File: src/rtl/lsu_data_port_pkg.sv
// Shared types and constants for the LSU data port: FSM states, access sizes, fault causes.
package lsu_data_port_pkg;

  typedef enum logic [1:0] {
    IDLE = 2'd0,
    REQ  = 2'd1,
    RESP = 2'd2,
    DONE = 2'd3
  } state_t;

  localparam logic [2:0] SZ_B = 3'd1;
  localparam logic [2:0] SZ_H = 3'd2;
  localparam logic [2:0] SZ_W = 3'd4;

  localparam logic [1:0] FC_MISALIGN = 2'd0;
  localparam logic [1:0] FC_ILLEGAL  = 2'd1;
  localparam logic [1:0] FC_TIMEOUT  = 2'd2;

  function automatic logic size_legal(input logic [2:0] sz);
    return (sz == SZ_B) || (sz == SZ_H) || (sz == SZ_W);
  endfunction

endpackage

File: src/rtl/lsu_data_port_lane_align.sv
// Byte-lane steering: store strobes and shifted write data, load byte/half extract and extend.
module lsu_lane_align
  import lsu_data_port_pkg::*;
(
  input  logic [1:0]  i_st_lo,
  input  logic [2:0]  i_st_size,
  input  logic [31:0] i_st_wdata,
  output logic [3:0]  o_wstrb,
  output logic [31:0] o_wdata,
  input  logic [1:0]  i_ld_lo,
  input  logic [2:0]  i_ld_size,
  input  logic        i_ld_sign,
  input  logic [31:0] i_rdata,
  output logic [31:0] o_ld_data
);

  logic [31:0] w_rshift;

  always_comb begin
    case (i_st_size)
      SZ_B:    o_wstrb = 4'b0001 << i_st_lo;
      SZ_H:    o_wstrb = 4'b0011 << i_st_lo;
      SZ_W:    o_wstrb = 4'b1111;
      default: o_wstrb = 4'b0000;
    endcase
    o_wdata  = i_st_wdata << {i_st_lo, 3'b000};

    // Bring the addressed lane down to bit 0, then extend from its top bit.
    w_rshift = i_rdata >> {i_ld_lo, 3'b000};
    case (i_ld_size)
      SZ_B:    o_ld_data = {{24{i_ld_sign & w_rshift[7]}}, w_rshift[7:0]};
      SZ_H:    o_ld_data = {{16{i_ld_sign & w_rshift[15]}}, w_rshift[15:0]};
      default: o_ld_data = i_rdata;
    endcase
  end

endmodule

File: src/rtl/lsu_data_port.sv
// LSU data port: accepts one EX-stage load/store, checks alignment, runs a word bus access,
// and returns the extended load result while stalling the pipeline.
//
//   state | meaning
//   IDLE  | waiting; a request here is checked and accepted (stall high this cycle)
//   REQ   | mem_req asserted, waiting for mem_gnt (watchdog running)
//   RESP  | load granted, waiting for mem_rvalid (watchdog running)
//   DONE  | access complete; stall low, load_valid pulses for loads
module lsu_data_port
  import lsu_data_port_pkg::*;
#(
  parameter int unsigned TIMEOUT_CYCLES = 255,
  parameter int unsigned ADDR_W         = 32
) (
  input  logic              i_clk,
  input  logic              i_rst,
  input  logic              i_load_mem,
  input  logic              i_store_mem,
  input  logic [2:0]        i_size,
  input  logic              i_sign,
  input  logic [ADDR_W-1:0] i_addr,
  input  logic [31:0]       i_wdata,
  output logic              o_stall,
  output logic [31:0]       o_load_data,
  output logic              o_load_valid,
  output logic              o_fault,
  output logic [1:0]        o_fault_cause,
  output logic              o_mem_req,
  output logic              o_mem_we,
  output logic [ADDR_W-1:0] o_mem_addr,
  output logic [3:0]        o_mem_wstrb,
  output logic [31:0]       o_mem_wdata,
  input  logic              i_mem_gnt,
  input  logic              i_mem_rvalid,
  input  logic [31:0]       i_mem_rdata
);

  localparam int unsigned WD_W  = 16;
  localparam logic        WD_EN = (TIMEOUT_CYCLES != 0);
  localparam logic [WD_W-1:0] WD_LAST =
    (TIMEOUT_CYCLES == 0) ? '0 : WD_W'(TIMEOUT_CYCLES - 1);

  state_t            r_state;
  logic              r_is_load;
  logic [2:0]        r_size;
  logic              r_sign;
  logic [1:0]        r_addr_lo;
  logic [WD_W-1:0]   r_wd_cnt;
  logic              r_mem_req;
  logic              r_mem_we;
  logic [ADDR_W-1:0] r_mem_addr;
  logic [3:0]        r_mem_wstrb;
  logic [31:0]       r_mem_wdata;
  logic [31:0]       r_load_data;
  logic              r_load_valid;
  logic              r_fault;
  logic [1:0]        r_fault_cause;

  logic        w_req;
  logic        w_illegal;
  logic        w_misalign;
  logic        w_wd_expired;
  logic [3:0]  w_wstrb;
  logic [31:0] w_wdata_sh;
  logic [31:0] w_ld_ext;

  assign w_req        = i_load_mem | i_store_mem;
  assign w_illegal    = (i_load_mem & i_store_mem) | ~size_legal(i_size);
  assign w_misalign   = ((i_size == SZ_H) & i_addr[0]) | ((i_size == SZ_W) & (i_addr[1:0] != 2'b00));
  assign w_wd_expired = WD_EN & (r_wd_cnt == WD_LAST);

  lsu_lane_align u_align (
    .i_st_lo    (i_addr[1:0]),
    .i_st_size  (i_size),
    .i_st_wdata (i_wdata),
    .o_wstrb    (w_wstrb),
    .o_wdata    (w_wdata_sh),
    .i_ld_lo    (r_addr_lo),
    .i_ld_size  (r_size),
    .i_ld_sign  (r_sign),
    .i_rdata    (i_mem_rdata),
    .o_ld_data  (w_ld_ext)
  );

  always_ff @(posedge i_clk) begin
    if (i_rst) begin
      r_state       <= IDLE;
      r_is_load     <= 1'b0;
      r_size        <= '0;
      r_sign        <= 1'b0;
      r_addr_lo     <= '0;
      r_wd_cnt      <= '0;
      r_mem_req     <= 1'b0;
      r_mem_we      <= 1'b0;
      r_mem_addr    <= '0;
      r_mem_wstrb   <= '0;
      r_mem_wdata   <= '0;
      r_load_data   <= '0;
      r_load_valid  <= 1'b0;
      r_fault       <= 1'b0;
      r_fault_cause <= '0;
    end else begin
      r_fault      <= 1'b0;
      r_load_valid <= 1'b0;
      case (r_state)
        IDLE: begin
          if (w_req) begin
            r_is_load <= i_load_mem;
            r_size    <= i_size;
            r_sign    <= i_sign;
            r_addr_lo <= i_addr[1:0];
            if (w_illegal) begin
              r_fault       <= 1'b1;
              r_fault_cause <= FC_ILLEGAL;
            end else if (w_misalign) begin
              r_fault       <= 1'b1;
              r_fault_cause <= FC_MISALIGN;
            end else begin
              r_state     <= REQ;
              r_wd_cnt    <= '0;
              r_mem_req   <= 1'b1;
              r_mem_we    <= i_store_mem;
              r_mem_addr  <= {i_addr[ADDR_W-1:2], 2'b00};
              r_mem_wstrb <= w_wstrb;
              r_mem_wdata <= w_wdata_sh;
            end
          end
        end
        REQ: begin
          if (i_mem_gnt) begin
            r_mem_req <= 1'b0;
            r_wd_cnt  <= '0;
            r_state   <= r_is_load ? RESP : DONE;
          end else if (w_wd_expired) begin
            r_mem_req     <= 1'b0;
            r_fault       <= 1'b1;
            r_fault_cause <= FC_TIMEOUT;
            r_state       <= IDLE;
          end else begin
            r_wd_cnt <= r_wd_cnt + 1'b1;
          end
        end
        RESP: begin
          if (i_mem_rvalid) begin
            r_load_data  <= w_ld_ext;
            r_load_valid <= 1'b1;
            r_state      <= DONE;
          end else if (w_wd_expired) begin
            r_fault       <= 1'b1;
            r_fault_cause <= FC_TIMEOUT;
            r_state       <= IDLE;
          end else begin
            r_wd_cnt <= r_wd_cnt + 1'b1;
          end
        end
        DONE:    r_state <= IDLE;
        default: r_state <= IDLE;
      endcase
    end
  end

  assign o_stall       = (r_state == REQ) | (r_state == RESP) | ((r_state == IDLE) & w_req);
  assign o_load_data   = r_load_data;
  assign o_load_valid  = r_load_valid;
  assign o_fault       = r_fault;
  assign o_fault_cause = r_fault_cause;
  assign o_mem_req     = r_mem_req;
  assign o_mem_we      = r_mem_we;
  assign o_mem_addr    = r_mem_addr;
  assign o_mem_wstrb   = r_mem_wstrb;
  assign o_mem_wdata   = r_mem_wdata;

endmodule

File: config.mk
export PLATFORM = sky130hd
export DESIGN_NAME = lsu_data_port
export DESIGN_NICKNAME = d
export VERILOG_FILES = /design/src/rtl/lsu_data_port_pkg.sv /design/src/rtl/lsu_data_port_lane_align.sv /design/src/rtl/lsu_data_port.sv
export SDC_FILE = /design/constraint.sdc
export NUM_CORES = 1
export LEC_CHECK = 0
export BUFFER_PORTS_ARGS = -buffer_cell sky130_fd_sc_hd__buf_2
export CAP_MARGIN = 20
export CORE_MARGIN = 2
export CORE_UTILIZATION = 30
export CTS_CLUSTER_DIAMETER = 40
export DETAILED_ROUTE_END_ITERATION = 12
export GPL_TIMING_DRIVEN = 0
export SETUP_SLACK_MARGIN = 0.5
export SLEW_MARGIN = 5
export SYNTH_ARGS = -nofsm -noshare
export SYNTH_HDL_FRONTEND = slang
export SYNTH_SLANG_ARGS = --single-unit
File: constraint.sdc
create_clock -name i_clk -period 2.4 [get_ports i_clk]
set_clock_uncertainty 0.1 [all_clocks]
set_input_delay 0 -clock i_clk [delete_from_list [all_inputs] [get_ports i_clk]]
set_output_delay 0 -clock i_clk [all_outputs]
set_load 0.02 [all_outputs]
=== Yosys cells after proc, flatten, opt, wreduce, memory -nomap -nowiden ===
Cells that the tools add are included.
W data, S select, Z words.

* Mux-type cells: 38
* $lt $le $gt $ge: 0
* $add $sub $neg: 1
* Equality and inequality tests: 16
* Shift-type cells: 4
* Div/mod/pow operators: 0
* Multiply operators: 0
* Reductions and logical operators: 14
* Bitwise logic cells: 15

{| class="wikitable"
|+ Operators by type and width
! kind !! count
|-
| $mux W16 || 6
|-
| $pmux W32 S2 || 1
|-
| $pmux W16 S3 || 1
|-
| $shl A32 B5 Y32 || 1
|-
| $shr A32 B5 Y16 || 1
|-
| $mux W2 || 12
|-
| $add A16 B1 Y16 const B || 1
|-
| $eq A16 B8 Y1 const B || 1
|-
| $reduce_and A5 Y1 || 3
|-
| $mux W1 || 13
|-
| $pmux W4 S3 || 1
|-
| $ne A2 B2 Y1 const B || 5
|-
| $pmux W2 S4 || 1
|-
| $and A1 B1 Y1 || 6
|-
| $eq A3 B1 Y1 const B || 2
|-
| $eq A3 B2 Y1 const B || 2
|-
| $ne A3 B3 Y1 const B || 2
|-
| $pmux W2 S3 || 1
|-
| $or A1 B1 Y1 || 5
|-
| $eq A2 B2 Y1 const B || 2
|-
| $not A1 Y1 || 4
|-
| $reduce_and A2 Y1 || 2
|-
| $reduce_and A4 Y1 || 1
|-
| $reduce_bool A2 Y1 || 2
|-
| other kinds (11) || 12
|}

* RAM bits: 0
* Bits in read-only memories: 0
* Bits in latches: 0
* Flip-flop bits (word level): 129
* Output and inout port bits: 107
* Logic and storage cells: 103
* Input port bits: 106
* Memories kept: 0

=== Depth between registers and ports, before layout ===
Gate-level depths: netlist of run 1.

* Depth in word-level cells: 8
* Depth in mapped cells: 8
* Gate-level depth less buffers: 7

=== Hierarchy ===
Synthesis of run 1 repeated with hierarchy kept, for this count alone.

* Cells, all modules: 891
* Area total of the unflattened synthesis: 6,655.1 um^2

{| class="wikitable"
|+ By module, submodules not included
! module !! instances !! cells each !! area each (um^2) !! seq. area each (um^2)
|-
| lsu_data_port || 1 || 657 || 5,063.6 || 2,582.5
|-
| lsu_lane_align || 1 || 234 || 1,591.5 || 0.0
|}

=== Worst setup path after synthesis of run 1 ===
Ideal clock, no wire load.

* Path kind: reg-to-reg
* From: register r_state[0]
* To: register r_mem_addr[29] (netlist: o_mem_addr[29])
* Stages on the path, launching flop included: 9
* Arrival: 1.993 ns
* Setup time: 0.071 ns
* Data required time: 2.229 ns
* Path slack: 0.237 ns
* Period minus slack after synthesis: 2.163 ns
* Buffers on the path: 2
* Cell sequence: dfxtp_1 inv_1 ha_1 o21ai_0 nor4_2 clkbuf_1 clkbuf_1 nand2_1 a21oi_1

* Cells in the longest elaborated chain, start to end: 2

{| class="wikitable"
|+ RTL lines
! what !! line !! RTL
|-
| start: declaration || lsu_data_port.sv:43 || <nowiki>state_t r_state;</nowiki>
|-
| start signal: assignment || lsu_data_port.sv:133 || <nowiki>r_state <= r_is_load ? RESP : DONE;</nowiki>
|-
| $logic_not A2 Y1 || lsu_data_port.sv:105 || <nowiki>case (r_state)</nowiki>
|-
| $reduce_and A4 Y1 (no line) || - ||
|-
| end signal: assignment || lsu_data_port.sv:123 || <nowiki>r_mem_addr <= {i_addr[ADDR_W-1:2], 2'b00};</nowiki>
|-
| end: declaration || lsu_data_port.sv:51 || <nowiki>logic [ADDR_W-1:0] r_mem_addr;</nowiki>
|}

No other way between the ends.
A chain may end at the register's enable or synchronous reset.

=== Worst setup path after layout of run 1 ===
* From: register r_wd_cnt[0]
* To: register r_wd_cnt[2]

* Cells in the longest elaborated chain, start to end: 4
* Elaborated cells on any way between the ends: 6
* Classes of those cells: add/sub (1); eq/ne (1); mux (4)

{| class="wikitable"
|+ RTL lines
! what !! line !! RTL
|-
| start: declaration || lsu_data_port.sv:48 || <nowiki>logic [WD_W-1:0] r_wd_cnt;</nowiki>
|-
| start signal: assignment || lsu_data_port.sv:140 || <nowiki>r_wd_cnt <= r_wd_cnt + 1'b1;</nowiki>
|-
| start signal: assignment || lsu_data_port.sv:153 || <nowiki>r_wd_cnt <= r_wd_cnt + 1'b1;</nowiki>
|-
| $add A16 B1 Y16 / $eq A16 B8 Y1 (equally long branches) || lsu_data_port.sv:140, lsu_data_port.sv:153, lsu_data_port.sv:70 ||
|-
| $mux W16 * || lsu_data_port.sv:134, lsu_data_port.sv:148 ||
|-
| $mux W16 (on tied branches) || lsu_data_port.sv:144, lsu_data_port.sv:130 ||
|-
| $pmux W16 S3 * || lsu_data_port.sv:105 ||
|}

Every way passes the cells marked *; elsewhere a longest branch is shown, timed or not. The select of a mux whose other input is x is not followed.

==> flow_summary.json, run 1 <==
{
  "status": "completed",
  "grt_pass1_wl_um": 37500,
  "gp_congestion": 0.915,
  "rsz0062_at_grt": "yes",
  "post-synth-top-count-cell": "nand2_1",
  "synth.avg_cell_area_sq_um": 7.94,
  "routed_wl_um": 25700,
  "grt-ovfl-total": 0,
  "drv_slew": 0,
  "start_util_pct": 30.3,
  "layout-drive-gt1-share_pct": 35.7,
  "die_h_um": 149,
  "startpoint_type": "register",
  "tightest_slew_ps": 1200,
  "p_int_mw": 4.76,
  "critPathMaxStageDelay_ps": 330,
  "finalPower_mw": 6.81,
  "viasPerCell": 5.30,
  "p_seq_share_pct": 33.8,
  "first_pass_iters": 5,
  "final_nets": 1282,
  "crit_family": "compound AO/OA/AOI/OAI gates",
  "fin_tns_setup_ps": 0,
  "power_density_nw_per_um2": 647,
  "detail_route.wl_per_cell_um": 17.6,
  "row_count": 53,
  "path_buf_inv": 1,
  "synth_area_sq_um": 6320,
  "leakage_nw": 4.47,
  "syn_inst": 797,
  "cap_violations": 0,
  "synth_edf_count": 0,
  "clk_pin_slew_ps": 60,
  "yosys_register_bits": 129,
  "synth.distinct_cells": 60,
  "die_w_um": 149,
  "required_ps": 2610,
  "fmaxAchievable_mhz": 502,
  "synthTopCellsByArea": "dfxtp_1 (41%), a21oi_1 (8.9%), nand2_1 (8.6%), mux2i_1 (3.2%), clkbuf_1 (3.0%)",
  "critPathKind": "reg2reg",
  "drc_errors": 0,
  "max_slew_margin_pct": 19.5,
  "postRouteAntennaNets": 0,
  "yosysWarnings": 0,
  "p_sw_mw": 2.05,
  "cts_buffers": 17,
  "cts_sinks": 129,
  "ys_async_sr_fraction_pct": 0,
  "grt_start_max_net_pins": 17,
  "finalHoldViolations": 0,
  "yosys-top-cells-count": "nand2_1 (145), dfxtp_1 (129), a21oi_1 (112), clkbuf_1 (51), nor2_1 (49)",
  "hpwlAfterDp_um": 16600,
  "min_period_over_period_pct": 83.0,
  "clockRootBuffer": "clkbuf_16",
  "clock_path_buffers": 2,
  "p_clk_share_pct": 42.6,
  "crit_fanout": 5,
  "via_count": 7739,
  "hold_path.class": "in2reg",
  "grt_pass1_vias": 7158,
  "path_cells": "inv_2 -> ha_4 -> nor4b_4 -> nand4_1 -> o21ai_1 -> a211oi_2 -> o32ai_1",
  "clkLatencyLatePin_ps": 420,
  "switching_share_pct": 30.1,
  "syn_to_final_growth_pct": 66.4,
  "end_kind": "register",
  "cts_tree": "yes",
  "vdd_drop_max_mv": 0.499,
  "fillers": 1934,
  "first_iter_violations": 607,
  "io_pins": 213,
  "netlist.area_leader.share_pct": 40.8,
  "dieArea_sq_um": 22300,
  "track_usage_pct": 21.4,
  "core_sq_um": 20900,
  "cp.arrival_ps": 2200,
  "final-setup-viol-count": 0,
  "place.port_buffers": 207,
  "fin_crit_ps": 1990,
  "synth_top_area_cell": "dfxtp_1",
  "clock_tree.htree_level_count": 4,
  "cp_slowest_cell": "dfxtp_2",
  "ys_seq_area_share_pct": 40.8,
  "p_comb_share_pct": 23.6,
  "antenna_found_initial": 2,
  "ys.flop_type": "dfxtp_1"
}
-- final timing paths --
check,cells after the start,endpoint,startpoint,slack [ps]
worst max-delay path,7,r_wd_cnt[2],r_wd_cnt[0],410
worst min-delay path,4,o_mem_wstrb[3],i_size[1],60
worst max register to register,7,r_wd_cnt[2],r_wd_cnt[0],410
worst min register to register,2,o_mem_wdata[0],o_mem_wdata[0],350
-- power groups by stage --
stage	clock network, mW	logic (mW)	registers [mW]
after detailed placement	0	1.17	2.35
after global routing	3.02	1.71	2.31
after global placement	0	1.17	2.34
after CTS	2.95	1.41	2.30
after floorplan	0	0.655	2.44
final	2.90	1.61	2.30
-- logic make-up (layout without fill, tap and decap cells) --
logic type | Yosys count | after routing | synth area share [%]
simple gates | 299 | 299 | 21.5
compound gates | 241 | 241 | 24.1
flops | 129 | 129 | 40.8
buf+inv | 80 | 464 | 5.12
mux | 38 | 38 | 6.55
fa+ha+maj | 7 | 7 | 1.38
xor+xnor | 2 | 2 | 0.396
other cells | 1 | 4 | 0.0593
-- what timing repair did --
action / 4_1_cts / 5_1_grt
resized for setup: 78 / 100
setup endpoints to repair: 123 / 111
buffers inserted: 15 / 12
gates cloned: 2 / 5
hold buffers: 110 / 1
pin swaps: 9 / 20
endpoints found under the hold margin: 103 / 1
-- final cells by class --
type | instances | area, sq um | share of cell area (%)
Multi-Input combinational cell | 589 | 3930 | 37.3
Sequential cell | 129 | 2610 | 24.8
Timing Repair Buffer | 352 | 2500 | 23.7
Clock buffer | 18 | 439 | 4.17
Buffer | 63 | 420 | 3.99
Tap cell | 275 | 344 | 3.27
Clock inverter | 14 | 213 | 2.02
Inverter | 17 | 68.8 | 0.654
Antenna cell | 2 | 5.00 | 0.0475
-- per-stage QoR --
stage / instances / hold slack (ps) / setup slack (ps) / area, sq um / utilization, %
after floorplan: 798 / 34.1 / 496 / 6390 / -
after global placement: 1280 / 142 / 76.0 / 7770 / 37.2
after detailed placement: 1280 / 146 / 32.0 / 7770 / 37.2
after CTS: 1439 / 0.390 / 432 / 9950 / 47.6
after global routing: 1459 / 88.4 / 434 / 10500 / 50.4
final: 1459 / 55.4 / 407 / 10500 / 50.4
-- metal layers --
layer  GRT usage, %  share of wire [%]  up-vias
met3           3.94                6.4      111
met1           26.7                 40     3622
met4           11.3                4.7        0
li1               -                  -     3592
met5              0                  0        -
met2           35.0                 48      414
-- worst min-delay path, cell delays in order --
cell and delay, ps:
buf_6 110, nor3b_2 70, a311oi_4 300, nor3_2 50
-- registers in the layout (all words and copies together) (netlist names), 2 cells and up --
signal         count
r_wd_cnt          16
r_state            2
o_mem_wstrb        4
o_mem_wdata       32
o_mem_addr        30
r_size             3
o_fault_cause      2
o_load_data       32
r_addr_lo          2
-- cell usage in the layout (no fill, tap or decap), types with 8 or more instances in the layout --
cell and count:
mux2_2 17, a21oi_1 103, o21ai_0 33, dfxtp_1 117, buf_8 8, dlygate4sd3_1 111
clkbuf_1 26, inv_6 8, nor3_1 23, o21a_1 8, nand2_2 14, inv_1 13
buf_4 29, nor2b_1 13, nor2_1 46, mux2i_1 20, buf_2 211, clkbuf_16 23
o211ai_1 10, nand2_1 131, clkbuf_2 16, nand3_1 25
Note: power is estimated with default switching activity, not from simulation.
==> inputs of run 2 (changes only) <==
==> constraint.sdc (replaced) <==
create_clock -name i_clk -period 2.05 [get_ports i_clk]
set_clock_uncertainty 0.1 [all_clocks]
set_input_delay 0 -clock i_clk [delete_from_list [all_inputs] [get_ports i_clk]]
set_output_delay 0 -clock i_clk [all_outputs]
set_load 0.02 [all_outputs]
==> run 2 against run 1 <==
Net effect:
- critical path type unchanged
- largest cell class unchanged
- worst setup slack lost 280 ps
- power rose by 19%
- utilization increased by 5.3 points
==> flow_summary.json, run 2 (synthesis gave the netlist of run 1 again) <==
{
  "core_sq_um": 20900,
  "antenna_found_initial": 2,
  "status": "completed",
  "final_nets": 1290,
  "gp_congestion": 0.876,
  "max_slew_margin_pct": 36.1,
  "viasPerCell": 5.24,
  "grt-ovfl-total": 0,
  "regToRegSetupSlack_ps": 130,
  "tightest_slew_ps": 958,
  "grt_pass1_vias": 7334,
  "power_density_nw_per_um2": 696,
  "hpwlAfterDp_um": 16500,
  "die_h_um": 149,
  "final-setup-viol-count": 0,
  "die_w_um": 149,
  "fillers": 1769,
  "detail_route.wl_per_cell_um": 18.1,
  "pre_cts_ws_ps": -194,
  "crit_family": "simple AND/OR/NAND/NOR gates",
  "first_pass_iters": 5,
  "start_util_pct": 30.3,
  "first_iter_violations": 454,
  "grt_pass1_wl_um": 38200,
  "clk_pin_slew_ps": 60,
  "layout_common_cells": "buf_2 (210), dfxtp_1 (117), dlygate4sd3_1 (100)",
  "critPathMaxStageDelay_ps": 500,
  "finalPower_mw": 8.09,
  "fmaxAchievable_mhz": 520,
  "rsz0062_at_grt": "yes",
  "cp_slowest_cell": "or4_4",
  "register_area_sq_um": 2620,
  "critPathKind": "reg2reg",
  "leakage_nw": 4.77,
  "crit_top_cell": "clkbuf_16",
  "track_usage_pct": 21.6,
  "fin_crit_ps": 1920,
  "finalHoldViolations": 0,
  "timing.final.ws_setup_ps": 128,
  "row_count": 53,
  "cts_tree": "yes",
  "place.port_buffers": 207,
  "end_kind": "register",
  "vdd_drop_max_mv": 0.574,
  "crit_fanout": 6,
  "drv_slew": 0,
  "dieArea_sq_um": 22300,
  "required_ps": 2220,
  "clock_tree.htree_level_count": 4,
  "routed_wl_um": 26500,
  "cp.arrival_ps": 2090,
  "io_pins": 213,
  "drc_errors": 0,
  "clockRootBuffer": "clkbuf_16",
  "final_common_cell": "buf_2",
  "postRouteAntennaNets": 0,
  "cts_buffers": 17,
  "path_buf_inv": 3,
  "path_cells": "inv_4 -> ha_4 -> o21ai_4 -> or4_4 -> clkbuf_16 -> clkbuf_16 -> nand2_4 -> a21oi_2",
  "via_count": 7688,
  "syn_to_final_growth_pct": 83.8,
  "min_period_over_period_pct": 93.8,
  "startpoint_type": "register",
  "hold_path.class": "in2reg",
  "clkLatencyLatePin_ps": 420,
  "grt_start_max_net_pins": 17,
  "multi_input_area_sq_um": 4810,
  "clock_path_buffers": 2,
  "cap_violations": 0,
  "cts_sinks": 129,
  "final_core_util_pct": 55.7,
  "layout-drive-gt1-share_pct": 49.3
}
## run 2: cell types whose count changed in the layout (fill, tap and decap cells not counted), moves of 11 or more
cell / before / now
a21oi_1: 103 / 41
dlygate4sd3_1: 111 / 100
nand2_4: 0 / 42
a21oi_2: 7 / 68
buf_6: 3 / 17
nand2_1: 131 / 96
## run 2: cell type report
| type | count | share of cell area [%] |
|---|---|---|
| clock buffer | 18 | 3.78 |
| inverter | 17 | 0.657 |
| antenna | 2 | 0.0431 |
| buffer | 63 | 4.63 |
| clock inverter | 14 | 1.43 |
| sequential | 129 | 22.5 |
| tap | 275 | 2.96 |
| multi-input combinational | 589 | 41.4 |
| timing repair buffer | 360 | 22.6 |
## run 2: worst register-to-register path: stages, from the launching register on
cell,delay (ps)
dfxtp_4,370
inv_4,90
ha_4,160
o21ai_4,70
or4_4,500
clkbuf_16,220
clkbuf_16,170
nand2_4,50
a21oi_2,40
## run 2: what timing repair did
item | CTS | global route
gates cloned | 2 | 5
buffers inserted | 38 | 8
gates resized for setup | 166 | 186
hold buffers | 100 | 0
endpoints found under the hold margin | 97 | 0
pin swaps | 67 | 58
endpoints found under the setup margin | 130 | 128
## run 2: power breakdown
part	leakage, nW	switching (mW)	internal (mW)
sequential	1.05	0.104	2.62
combinational	3.42	1.21	1.01
clock	0.301	1.29	1.87
## run 2: per-layer routing
layer	global-route usage (%)	up-vias	part of all wire, %
li1	-	3625	-
met1	27.5	3669	42
met2	35.2	324	49
met3	4.28	70	5.8
met4	9.90	0	3.4
met5	0	-	0
## run 2: through the flow
stage                     instance area, sq um  std cells  hold WS, ps  setup TNS (ps)
after detailed placement                  8100       1280          149           -3130
final                                    11600       1467         16.0               0
after CTS                                10700       1452         3.12               0
after global routing                     11600       1467         23.5               0
after floorplan                           6720        798         34.1               0
after global placement                    8100       1280          134           -2080
## run 2: worst paths after layout
path	start	end	depth (start not counted)
worst min register to register	o_mem_addr[24]	o_mem_addr[24]	2
worst min-delay path	i_wdata[25]	o_mem_wdata[25]	5
worst max register to register	r_state[0]	o_mem_wdata[13]	8
worst max-delay path	r_state[0]	o_mem_wdata[13]	8
==> inputs of run 3 (changes only) <==
--- a/config.mk
+++ b/config.mk
@@ -5,7 +5,7 @@
 export SDC_FILE = /design/constraint.sdc
 export NUM_CORES = 1
 export LEC_CHECK = 0
-export BUFFER_PORTS_ARGS = -buffer_cell sky130_fd_sc_hd__buf_2
+export BUFFER_PORTS_ARGS = -buffer_cell sky130_fd_sc_hd__buf_4
 export CAP_MARGIN = 20
 export CORE_MARGIN = 2
 export CORE_UTILIZATION = 30
==> run 3 against run 2 <==
Net effect:
- power grew 4.5%
- sequential power about the same
- die area did not move
- maximum frequency is 1.4% lower
- critical endpoint is now r_wd_cnt[15]
- non-clock buffer count grew 12
- count of clock-buffer cells in the layout fell by 1
- critical path depth shrank 2
- utilization rose by 3.6 points
- routed wire length rose by 4.6%
- largest cell class unchanged
- clock power grew 2%
- first-iteration DRC count is 19% higher
==> flow_summary.json, run 3 (synthesis gave the netlist of run 1 again) <==
{
  "final_area_sq_um": 12400,
  "clk_pin_slew_ps": 70,
  "r2r-start": "r_wd_cnt[3]",
  "grt-ovfl-total": 0,
  "regToRegSetupSlack_ps": 100,
  "gp_congestion": 0.888,
  "row_count": 53,
  "cts_tree": "yes",
  "grt_pass1_wl_um": 40700,
  "critPathKind": "reg2reg",
  "num_antenna_cells": 0,
  "drv_slew": 0,
  "cp_slowest_cell": "or4_4",
  "whs_path_depth": 4,
  "grt_start_max_net_pins": 17,
  "first_pass_iters": 5,
  "rsz0062_at_grt": "yes",
  "placed_cell_area_sq_um": 8610,
  "clockRootBuffer": "clkbuf_16",
  "layout-drive-gt1-share_pct": 49.9,
  "clock_path_buffers": 2,
  "place.port_buffers": 207,
  "io_pins": 213,
  "final_core_util_pct": 59.3,
  "r2r_cells": 6,
  "startpoint_type": "register",
  "cap_violations": 0,
  "final-setup-viol-count": 0,
  "end_kind": "register",
  "grt_pass1_vias": 7756,
  "hpwlAfterDp_um": 16700,
  "die_w_um": 149,
  "postRouteAntennaNets": 0,
  "detail_route.wl_per_cell_um": 18.8,
  "layout.cells.non_filler": 1477,
  "placed_cells": 1280,
  "clkLatencyLatePin_ps": 420,
  "finalHoldViolations": 0,
  "routed_wl_um": 27700,
  "min_to": "o_mem_wstrb[3]",
  "leakage_nw": 4.96,
  "cp.arrival_ps": 2180,
  "layout_common_cells": "buf_4 (244), dfxtp_1 (117), dlygate4sd3_1 (104)",
  "dieArea_sq_um": 22300,
  "cts_buffers": 17,
  "max_slew_margin_pct": 29.0,
  "fmaxAchievable_mhz": 513,
  "final_nets": 1302,
  "first_iter_violations": 539,
  "tightest_slew_ps": 1060,
  "min_period_over_period_pct": 95.0,
  "track_usage_pct": 23.0,
  "crit_fanout": 5,
  "finalPower_mw": 8.46,
  "status": "completed",
  "cts_sinks": 129,
  "final_common_cell": "buf_4",
  "path_buf_inv": 1,
  "viasPerCell": 5.36,
  "fin_crit_ps": 1950,
  "antenna_found_initial": 0,
  "via_count": 7921,
  "crit_family": "simple AND/OR/NAND/NOR gates",
  "drc_errors": 0,
  "required_ps": 2280,
  "syn_to_final_growth_pct": 95.7,
  "core_sq_um": 20900,
  "vdd_drop_max_mv": 0.589,
  "clock_tree.htree_level_count": 4,
  "die_h_um": 149,
  "critPathMaxStageDelay_ps": 430,
  "reg2reg_to": "r_wd_cnt[15]",
  "start_util_pct": 30.3,
  "hp-start": "i_size[1]",
  "power_density_nw_per_um2": 684,
  "hold_path.class": "in2reg",
  "path_cells": "and4_1 -> clkbuf_8 -> nand2_2 -> or4_4 -> or3_1 -> o32ai_1"
}
-- run 3: cell types whose count changed in the layout (fill, tap and decap cells not counted), moves of 5 or more --
cell     before  now
buf_2       210    4
buf_16        0    5
buf_4        32  244
nor2_2        5   11
o21ai_2       6    1
-- run 3: where the power goes --
part           switching, mW  total [mW]  internal (mW)  leakage [nW]
sequential             0.104        2.72           2.62          1.05
combinational           1.28        2.51           1.23          3.60
clock                   1.37        3.23           1.86         0.302
-- run 3: through the flow --
stage	setup TNS (ps)	setup slack, ps	hold slack [ps]
2_1_floorplan	0	183	34.1
3_3_place_gp	-1440	-115	133
3_5_place_dp	-1410	-112	151
4_1_cts	0	136	0.0896
5_1_grt	0	38.6	20.9
6_report	0	102	18.6
-- run 3: area by class of cell --
cell class / count / area (sq um)
multi-input cells: 589 / 4840
clock buffers: 17 / 425
plain buffers: 63 / 579
clock inverters: 15 / 189
inverters: 17 / 72.6
repair buffers: 372 / 3310
well taps: 275 / 344
fillers: 1701 / 8510
flip-flops and latches: 129 / 2620
-- run 3: per-layer routing --
metal	GRT usage (%)	part of all wire, %	wire length, um
met5	0	0	0
met4	9.52	3.9	1090
met3	4.65	6.3	1730
met1	29.2	41	11300
met2	38.2	49	13500
-- run 3: tightest hold or removal path, cell delays in order --
cell and delay, ps:
buf_12 100, nor3b_4 50, a311oi_2 290, nor3_1 60
-- run 3: worst max path at each step --
stage                 startpoint  slack, ps               to  cells after the start
floorplan           r_addr_lo[0]        180  o_load_data[22]                      6
global placement    r_addr_lo[0]       -110  o_load_data[27]                      6
detailed placement  r_addr_lo[0]       -110  o_load_data[26]                      6
CTS                   r_state[0]        140      r_wd_cnt[1]                      5
global route         r_wd_cnt[7]         40     r_wd_cnt[15]                      5
finish               r_wd_cnt[3]        100     r_wd_cnt[15]                      6
-- run 3: repair_timing --
| action | in CTS | in global routing |
|---|---|---|
| endpoints found under the setup margin | 130 | 129 |
| pin swaps | 85 | 65 |
| endpoints found under the hold margin | 104 | 0 |
| resized for setup | 202 | 165 |
| cloned | 7 | 3 |
| hold buffers | 104 | 0 |
| buffers inserted | 37 | 14 |
